<file path="config.mk">
export PLATFORM = sky130hd
export DESIGN_NAME = counter_job_scheduler
export DESIGN_NICKNAME = d
export VERILOG_FILES = /design/src/rtl/counter_job_pkg.sv /design/src/rtl/rr_arbiter.sv /design/src/rtl/counter_job_scheduler.sv
export SDC_FILE = /design/constraint.sdc
export NUM_CORES = 1
export LEC_CHECK = 0
export BUFFER_PORTS_ARGS = -buffer_cell sky130_fd_sc_hd__buf_2
export CAP_MARGIN = 5
export CORE_MARGIN = 3
export CORE_UTILIZATION = 51
export DETAILED_ROUTE_END_ITERATION = 8
export GPL_TIMING_DRIVEN = 0
export PLACE_DENSITY = 0.84
export SLEW_MARGIN = 40
export SYNTH_ARGS = -nofsm -noshare
export SYNTH_HDL_FRONTEND = slang
export SYNTH_SLANG_ARGS = --single-unit
export TNS_END_PERCENT = 20
</file>
<file path="constraint.sdc">
create_clock -name clk -period 4.8 [get_ports clk]
set_clock_uncertainty 0.2 [all_clocks]
set_input_delay 0.24 -clock clk [delete_from_list [all_inputs] [get_ports clk]]
set_output_delay 0.24 -clock clk [all_outputs]
set_load 0.02 [all_outputs]
</file>
<file path="src/rtl/counter_job_pkg.sv">
// Shared types and default widths for the counter job scheduler.
package counter_job_pkg;

   localparam int unsigned DEF_NUM_REQ = 4;
   localparam int unsigned DEF_WIDTH   = 8;
   localparam int unsigned DEF_LEN_W   = 8;

   typedef enum logic [1:0] {
      S_IDLE,
      S_LOAD,
      S_COUNT,
      S_RESP
   } state_t;

endpackage

</file>
<file path="src/rtl/rr_arbiter.sv">
// Round-robin arbiter: the search starts one past the pointer and wraps.
module rr_arbiter #(
   parameter int unsigned N = 4,
   localparam int unsigned IW = (N > 1) ? $clog2(N) : 1
) (
   input  logic [N-1:0]  i_req,
   input  logic [IW-1:0] i_ptr,
   output logic [N-1:0]  o_grant,
   output logic [IW-1:0] o_idx,
   output logic          o_any
);

   logic [31:0] w_pos;

   always_comb begin
      o_grant = '0;
      o_idx   = '0;
      o_any   = 1'b0;
      w_pos   = '0;
      for (int unsigned k = 1; k <= N; k++) begin
         w_pos = (32'(i_ptr) + k) % N;
         if (!o_any && i_req[w_pos[IW-1:0]]) begin
            o_grant[w_pos[IW-1:0]] = 1'b1;
            o_idx                  = w_pos[IW-1:0];
            o_any                  = 1'b1;
         end
      end
   end

endmodule

</file>
<file path="src/rtl/counter_job_scheduler.sv">
// Time-shares one external load/enable counter between NUM_REQ requesters,
// returning (load + len) mod 2^WIDTH to the requester that issued the job.
module counter_job_scheduler
   import counter_job_pkg::*;
#(
   parameter int unsigned NUM_REQ = DEF_NUM_REQ,
   parameter int unsigned WIDTH   = DEF_WIDTH,
   parameter int unsigned LEN_W   = DEF_LEN_W
) (
   input  logic                     clk,
   input  logic                     rst,
   input  logic [NUM_REQ-1:0]       req_valid,
   output logic [NUM_REQ-1:0]       req_ready,
   input  logic [NUM_REQ*WIDTH-1:0] req_load,
   input  logic [NUM_REQ*LEN_W-1:0] req_len,
   output logic [NUM_REQ-1:0]       rsp_valid,
   output logic [WIDTH-1:0]         rsp_data,
   output logic                     ctr_set,
   output logic                     ctr_ena,
   output logic [WIDTH-1:0]         ctr_din,
   input  logic [WIDTH-1:0]         ctr_value,
   output logic                     busy
);

   localparam int unsigned IDX_W = (NUM_REQ > 1) ? $clog2(NUM_REQ) : 1;

   state_t             r_state;
   state_t             w_next;
   logic [WIDTH-1:0]   r_load;
   logic [LEN_W-1:0]   r_len;
   logic [LEN_W-1:0]   r_rem;
   logic [IDX_W-1:0]   r_id;
   logic [IDX_W-1:0]   r_last;

   logic [NUM_REQ-1:0] w_grant;
   logic [IDX_W-1:0]   w_idx;
   logic               w_any;
   logic [WIDTH-1:0]   w_sel_load;
   logic [LEN_W-1:0]   w_sel_len;

   rr_arbiter #(.N(NUM_REQ)) u_arb (
      .i_req   (req_valid),
      .i_ptr   (r_last),
      .o_grant (w_grant),
      .o_idx   (w_idx),
      .o_any   (w_any)
   );

   always_comb begin
      w_sel_load = '0;
      w_sel_len  = '0;
      for (int unsigned i = 0; i < NUM_REQ; i++) begin
         if (w_idx == IDX_W'(i)) begin
            w_sel_load = req_load[i*WIDTH +: WIDTH];
            w_sel_len  = req_len[i*LEN_W +: LEN_W];
         end
      end
   end

   always_ff @(posedge clk) begin
      if (rst) begin
         r_state <= S_IDLE;
         r_load  <= '0;
         r_len   <= '0;
         r_rem   <= '0;
         r_id    <= '0;
         r_last  <= IDX_W'(NUM_REQ - 1);
      end else begin
         r_state <= w_next;
         case (r_state)
            S_IDLE: begin
               if (w_any) begin
                  r_load <= w_sel_load;
                  r_len  <= w_sel_len;
                  r_id   <= w_idx;
                  r_last <= w_idx;
               end
            end
            S_LOAD:  r_rem <= r_len;
            S_COUNT: r_rem <= r_rem - LEN_W'(1);
            default: ;
         endcase
      end
   end

   // rsp_data passes ctr_value straight through: the counter already took
   // its last update on the edge that entered RESP.
   always_comb begin
      w_next    = r_state;
      req_ready = '0;
      rsp_valid = '0;
      rsp_data  = '0;
      ctr_set   = 1'b0;
      ctr_ena   = 1'b0;
      ctr_din   = '0;
      busy      = 1'b1;
      case (r_state)
         S_IDLE: begin
            busy      = 1'b0;
            req_ready = w_grant;
            if (w_any) w_next = S_LOAD;
         end
         S_LOAD: begin
            ctr_set = 1'b1;
            ctr_din = r_load;
            w_next  = (r_len == '0) ? S_RESP : S_COUNT;
         end
         S_COUNT: begin
            ctr_ena = 1'b1;
            if (r_rem == LEN_W'(1)) w_next = S_RESP;
         end
         S_RESP: begin
            rsp_valid[r_id] = 1'b1;
            rsp_data        = ctr_value;
            w_next          = S_IDLE;
         end
         default: w_next = S_IDLE;
      endcase
   end

endmodule

</file>
# Yosys cells after proc, flatten, opt, wreduce, memory -nomap -nowiden
# Index checks and enable logic that the tools add are counted.
totals:
  out_inout_bits: 27
  reg_bits: 30
  wordCells: 100
op_classes:
  n_eq_ne: 9
  mux: 50
  reduce_logical: 17
  bitwise_logic: 3
  n_addsub: 5
  magnitude_cmp: 10
ops:
  columns: ["cell", "count"]
  rows:
  - ["8-bit 2-to-1 mux", 10]
  - ["4-bit 2-to-1 mux", 6]
  - ["1-bit 2-to-1 mux", 17]
  - ["8-bit case mux with 2 select lines", 1]
  - ["2-bit by 3-bit < comparator with 1-bit output (second input constant)", 5]
  - ["2-bit 2-to-1 mux", 6]
  - ["4-bit bitwise OR", 3]
  - ["1-bit demux with 2-bit select", 5]
  - ["2-bit by 1-bit greater-or-equal comparator with 1-bit output (second input constant)", 5]
  - ["1-bit binary-select mux with 2-bit select", 4]
  - ["2-bit == test (second input constant)", 4]
  - ["8-bit by 1-bit == test with 1-bit output (second input constant)", 1]
  - ["1-bit logical AND", 8]
  - ["8-bit logical NOT", 1]
  - ["2-bit case mux with 4 select lines", 1]
  - ["8-bit by 1-bit subtractor with 8-bit output (second input constant)", 1]
  - ["2-bit by 1-bit adder with 2-bit output (second input constant)", 2]
  - ["2-bit adder (second input constant)", 2]
  - ["2-bit by 1-bit == test with 1-bit output (second input constant)", 2]
  - ["2-bit logical NOT", 2]
  - ["2-bit AND reduction", 2]
  - ["1-bit logical NOT", 3]
  - ["2-bit by 1-bit inequality test with 1-bit output (second input constant)", 1]
  - ["2-bit inequality test (second input constant)", 1]
  - ["2-bit nonzero test", 1]

# Depth between registers and ports, before layout
depth:
  ltp_word: 18
  depth_mapped: 14
  mapped_depth_nobuf: 8

# Cells and area by module
# Synthesis repeated with hierarchy kept, for this count alone.
unflattened:
  hier_cells: 284
  area_unflattened_um2: 2431.1
by_module_without_submodules:
  columns: ["module", "area_each_um2", "instances", "cells_per_inst"]
  rows:
  - ["counter_job_scheduler", 1905.6, 1, 216]
  - ["rr_arbiter", 525.5, 1, 68]

# Worst setup path before layout
# Ideal clock, no wire load.
synth_timing:
  path_kind: "reg-to-reg"
  from: "reg r_last[0]"
  to: "reg r_load[6]"
  n_path_buf: 5
  period_less_slack_ns: 3.595
  setup_ns: 0.142
  stages_incl_launch_ff: 14
  arrival_time_ns: 3.253
  setup_slack_ns: 1.205
  path_cell_list: "dfxtp_1 buf_6 buf_6 clkbuf_1 inv_1 ha_1 mux4_2 nor2b_4 buf_6 or3_4 buf_6 and3_1 a2111oi_2 nor4b_1"
synth_between:
  elab_chain_len: 18
  elab_cells_between_ends: 35
synth_lines:
  columns: ["item", "line_no", "rtl"]
  rows:
  - ["from (decl)", "counter_job_scheduler.sv:33", "logic [IDX_W-1:0] r_last;"]
  - ["from (signal assigned)", "counter_job_scheduler.sv:67", "r_last <= IDX_W'(NUM_REQ - 1);"]
  - ["from (signal assigned)", "counter_job_scheduler.sv:76", "r_last <= w_idx;"]
  - ["2-bit by 1-bit adder with 2-bit output", "rr_arbiter.sv:21", "w_pos = (32'(i_ptr) + k) % N;"]
  - ["1-bit binary-select mux with 2-bit select", "rr_arbiter.sv:22", "if (!o_any && i_req[w_pos[IW-1:0]]) begin"]
  - ["1-bit 2-to-1 mux (not written as such)", "rr_arbiter.sv:22", null]
  - ["1-bit 2-to-1 mux", "rr_arbiter.sv:22", null]
  - ["1-bit logical NOT", "rr_arbiter.sv:22", null]
  - ["1-bit logical AND", "rr_arbiter.sv:22", null]
  - ["1-bit 2-to-1 mux", "rr_arbiter.sv:22", null]
  - ["1-bit logical NOT", "rr_arbiter.sv:22", null]
  - ["1-bit logical AND", "rr_arbiter.sv:22", null]
  - ["1-bit 2-to-1 mux", "rr_arbiter.sv:22", null]
  - ["1-bit logical NOT", "rr_arbiter.sv:22", null]
  - ["1-bit logical AND", "rr_arbiter.sv:22", null]
  - ["2-bit 2-to-1 mux", "rr_arbiter.sv:22", null]
  - ["2-bit logical NOT", "counter_job_scheduler.sv:53", "if (w_idx == IDX_W'(i)) begin"]
  - ["8-bit 2-to-1 mux (4 in a row)", "counter_job_scheduler.sv:53", null]
  - ["to (signal assigned)", "counter_job_scheduler.sv:73", "r_load <= w_sel_load;"]
  - ["to (decl)", "counter_job_scheduler.sv:29", "logic [WIDTH-1:0] r_load;"]
# Parallel ways exist; a longest one is shown, timed or not. The select of a mux whose other input is x is not followed.
# A chain may end at the register's enable or synchronous reset.

# Final worst setup path
layout_timing:
  from: "reg r_last[0]"
  to: "out req_ready[2]"
layout_between:
  elab_chain_len: 14
  elab_cells_between_ends: 49
layout_lines:
  columns: ["item", "line_no", "rtl"]
  rows:
  - ["branches (longest 12 deep; another with 2-bit by 3-bit < comparator with 1-bit output)", null, null]
  - ["4-bit 2-to-1 mux *", "rr_arbiter.sv:22", null]
  - ["4-bit 2-to-1 mux *", "counter_job_scheduler.sv:97", "case (r_state)"]
  - ["to (decl)", "counter_job_scheduler.sv:13", "output logic [NUM_REQ-1:0] req_ready,"]
# Every way passes the cells marked *. The select of a mux whose other input is x is not followed.

==> summary.md <==
| Metric | Value |
|---|---|
| Post-DP HPWL | 6810 um |
| Worst reg-to-reg path cell count | 12 |
| Area of the mapped netlist | 0.00295 mm2 |
| Hold depth | 4 |
| Synth Warn # | 0 |
| Comb power frac | 74.8% |
| Synthesis-to-finish area growth | 23.9% |
| Sequential fraction of the synthesis area | 20.3% |
| Critical Path, Cell by Cell | buf_6 > buf_6 > clkbuf_1 > inv_1 > ha_1 > mux4_2 > buf_2 > clkbuf_1 > nor3_1 > a221oi_1 > nor2_1 > buf_2 |
| EDFF count, synth | 0 |
| Total grt overflow | 0 |
| Reg2reg setup slack | 0.70 ns |
| Worst slew margin | 54.1% |
| Avg WL per Cell | 15.2 um |
| CTS Buf Count | 5 |
| Sequential Power Share | 17.4% |
| Switch Pwr | 1.42 mW |
| RSZ-0062 raised after global routing | no |
| Buf+Inv Stages, Crit Path | 7 |
| Slew @ Worst Pin | 0.688 ns |
| Worst setup margin | 0.693 ns |
| Die height | 82.1 um |
| Yosys reg bits | 30 |
| Tmin final | 4.11 ns |
| Port Buf Inserts | 102 |
| Final setup viols | 0 |
| CTS tree | yes |
| Worst hold path type | in -> reg |
| Root buf cell | clkbuf_8 |
| CTS sink count | 30 |
| Worst Hold Launch | req_load[3] |
| Std-Cell Core Area | 0.00554 mm2 |
| Synth Instances | 383 |
| Worst Setup Slack post-DPL | 0.727 ns |
| # H-tree levels | 2 |
| Antenna Nets Post-Route | 0 |
| Most common cell after layout, fill and taps aside | buf_2 |
| FF-to-FF End | r_len[3]$_SDFFE_PP0P_ |
| Crit path arrival time | 3.67 ns |
| Drt via density | 5.85 |
| Ys flop type | dfxtp_1 |
| Remaining DRCs | 0 |
| Final Hold Vio Count | 0 |
| Avg Cell Area, Syn | 7.71 um2 |
| Lkg Pwr | 1.67 nW |
| First-pass GRT wire length | 13200 um |
| Crit path largest cell delay | 0.46 ns |
| CTS Buffer Depth | 2 |
| Peak VDD IR | 0.000390 V |
| Ratio of cells with drive above 1 in the final layout | 33.2% |
| FMAX | 0.243 GHz |
| Initial antenna violation count | 0 |
| Pins Over Slew Limit | 0 |
| Critical path type | reg -> out |
| Post-DP Area | 0.00355 mm2 |
| Synth area leaders | dfxtp_1 (20%), nor2_1 (8.4%), a311oi_2 (6.1%), ha_1 (5.9%), o21ai_0 (4.1%) |
| Switch share | 51.5% |
| Max_cap viols | 0 |
| GR Util All Layers | 25.2% |
| Router iterations before antenna repair | 5 |
| Row count | 27 |
| Crit-path leading delay family | buffers and inverters |
| Largest area contributor in the netlist | dfxtp_1 |
| Overall routed net length | 8600 um |
| Ports | 105 |
| Asr flop ratio synth | 0% |
| Most frequent cells in the layout | buf_2 (112), nor2_1 (66), dfxtp_1 (30) |
| Pwr/cell area | 752 mW/mm2 |
| Die area | 0.00674 mm2 |
| Largest net degree at the start of global routing | 11 |
| Vias in the first global route | 2816 |
| Synth cell types | 56 |
| Hold path endpoint | r_load[3]$_SDFFE_PP0P_ |
| Clk pwr share | 7.8% |
| CP max FO | 10 |
| Reg clk slew, reported paths | 0.06 ns |
| Share of the synthesized area in the top cell type | 20.3% |
| Setup TNS | 0 ns |
| Total number of vias | 3309 |
| Layout Cell Area excl Fill | 0.00366 mm2 |
| Chip width | 82.1 um |
| Int Pwr | 1.33 mW |
| DR iter-0 viols | 229 |
| Worst endpoint required time | 4.36 ns |
| FF-to-FF Start | r_last[0]$_SDFFE_PP1P_ |
| CP startpoint kind | flop |
| Syn Nets | 475 |
| Clock latency on the worst-skew pair | 0.29 ns |
| Status | completed |
| Period utilisation layout | 85.6% |
| CP endpoint kind | output port |
| Antenna fix cells | 0 |
| Initial Utilization | 53.3% |
| Placer Congestion | 0.877 |
| Final nets | 585 |
| Crit path max-delay cell type | ha_1 |
worst max path at each step:
stage	from	end	slack (ns)	cells past startpoint
2_1_floorplan	r_last[0]$_SDFFE_PP1P_	r_load[6]$_SDFFE_PP0P_	1.21	13
3_3_place_gp	r_last[0]$_SDFFE_PP1P_	r_len[3]$_SDFFE_PP0P_	0.79	12
3_5_place_dp	r_last[0]$_SDFFE_PP1P_	r_load[2]$_SDFFE_PP0P_	0.73	12
4_1_cts	r_last[0]$_SDFFE_PP1P_	r_len[3]$_SDFFE_PP0P_	0.72	12
5_1_grt	r_last[0]$_SDFFE_PP1P_	req_ready[2]	0.38	12
6_report	r_last[0]$_SDFFE_PP1P_	req_ready[2]	0.69	12
cells in the mapped netlist, types with 3 or more instances:
master,n
a22oi_1,6
ha_1,14
and2_1,16
inv_1,10
nand2b_1,3
a221oi_1,4
nor3_1,19
o21ai_0,24
a211oi_1,5
a311oi_2,12
a21oi_1,15
o22ai_1,4
clkbuf_1,13
mux4_2,4
nand2_1,20
mux2i_1,6
a21o_1,15
or4_4,7
nor4b_1,4
dfxtp_1,30
nand3_1,17
buf_2,10
and3_1,5
or4_1,5
buf_6,6
nor2b_1,3
nor2_1,66
power by group through the flow:
stage | combinational, mW | clock (mW) | sequential [mW]
after floorplan | 1.60 | 0 | 0.451
after global placement | 1.98 | 0 | 0.476
after detailed placement | 2.03 | 0 | 0.481
after CTS | 2.03 | 0.217 | 0.476
after global routing | 2.25 | 0.232 | 0.493
final | 2.06 | 0.214 | 0.479
worst register-to-register path, delay by kind of cell (launching register included):
| family | cells | cell delay [ns] |
|---|---|---|
| and+or+nand+nor | 2 | 0.56 |
| DFF | 1 | 0.43 |
| AOI/OAI and AO/OA | 3 | 0.63 |
| buffers and inverters | 5 | 1.32 |
| adders and majority gates | 1 | 0.46 |
| muxes | 1 | 0.42 |
logic make-up after synthesis:
group                      synth area share [%]
DFF                                        20.3
and+or+nand+nor                            32.9
adders and majority gates                  5.93
muxes                                      5.85
AOI/OAI and AO/OA                          27.1
buffers and inverters                      7.80
registers in the layout (all words and copies together) (netlist names):
register  count
r_state       2
r_rem         8
r_id          2
r_load        8
r_last        2
r_len         8
per-stage QoR:
step / utilization (%) / std cells / total power, mW / hold WS [ns]
2_1_floorplan: - / 383 / 2.05 / 0.152
3_3_place_gp: 64.1 / 557 / 2.45 / 0.278
3_5_place_dp: 64.1 / 557 / 2.51 / 0.286
4_1_cts: 66.0 / 566 / 2.73 / 0.148
5_1_grt: 66.0 / 566 / 2.98 / 0.157
6_report: 66.0 / 566 / 2.75 / 0.147
routing by layer:
metal	GRT usage (%)	vias up	wire, um
li1	-	1622	-
met5	0	-	0
met4	8.64	0	152
met3	5.04	16	748
met1	34.2	1514	3670
met2	39.7	157	4030
cell type report:
| class | instances | area [um2] |
|---|---|---|
| timing repair buffer | 103 | 520 |
| tap | 72 | 90.1 |
| multi-input combinational | 309 | 2120 |
| sequential | 30 | 601 |
| clock inverter | 2 | 12.5 |
| inverter | 11 | 41.3 |
| buffer | 33 | 189 |
| clock buffer | 6 | 82.6 |
| fill | 481 | 1880 |
what timing repair did:
action,in CTS,in global routing
setup endpoints to repair,0,0
buffers inserted,0,0
hold buffers,1,0
endpoints found under the hold margin,1,0
resized for setup,0,0
No activity file was read; power rests on OpenSTA's default activity.
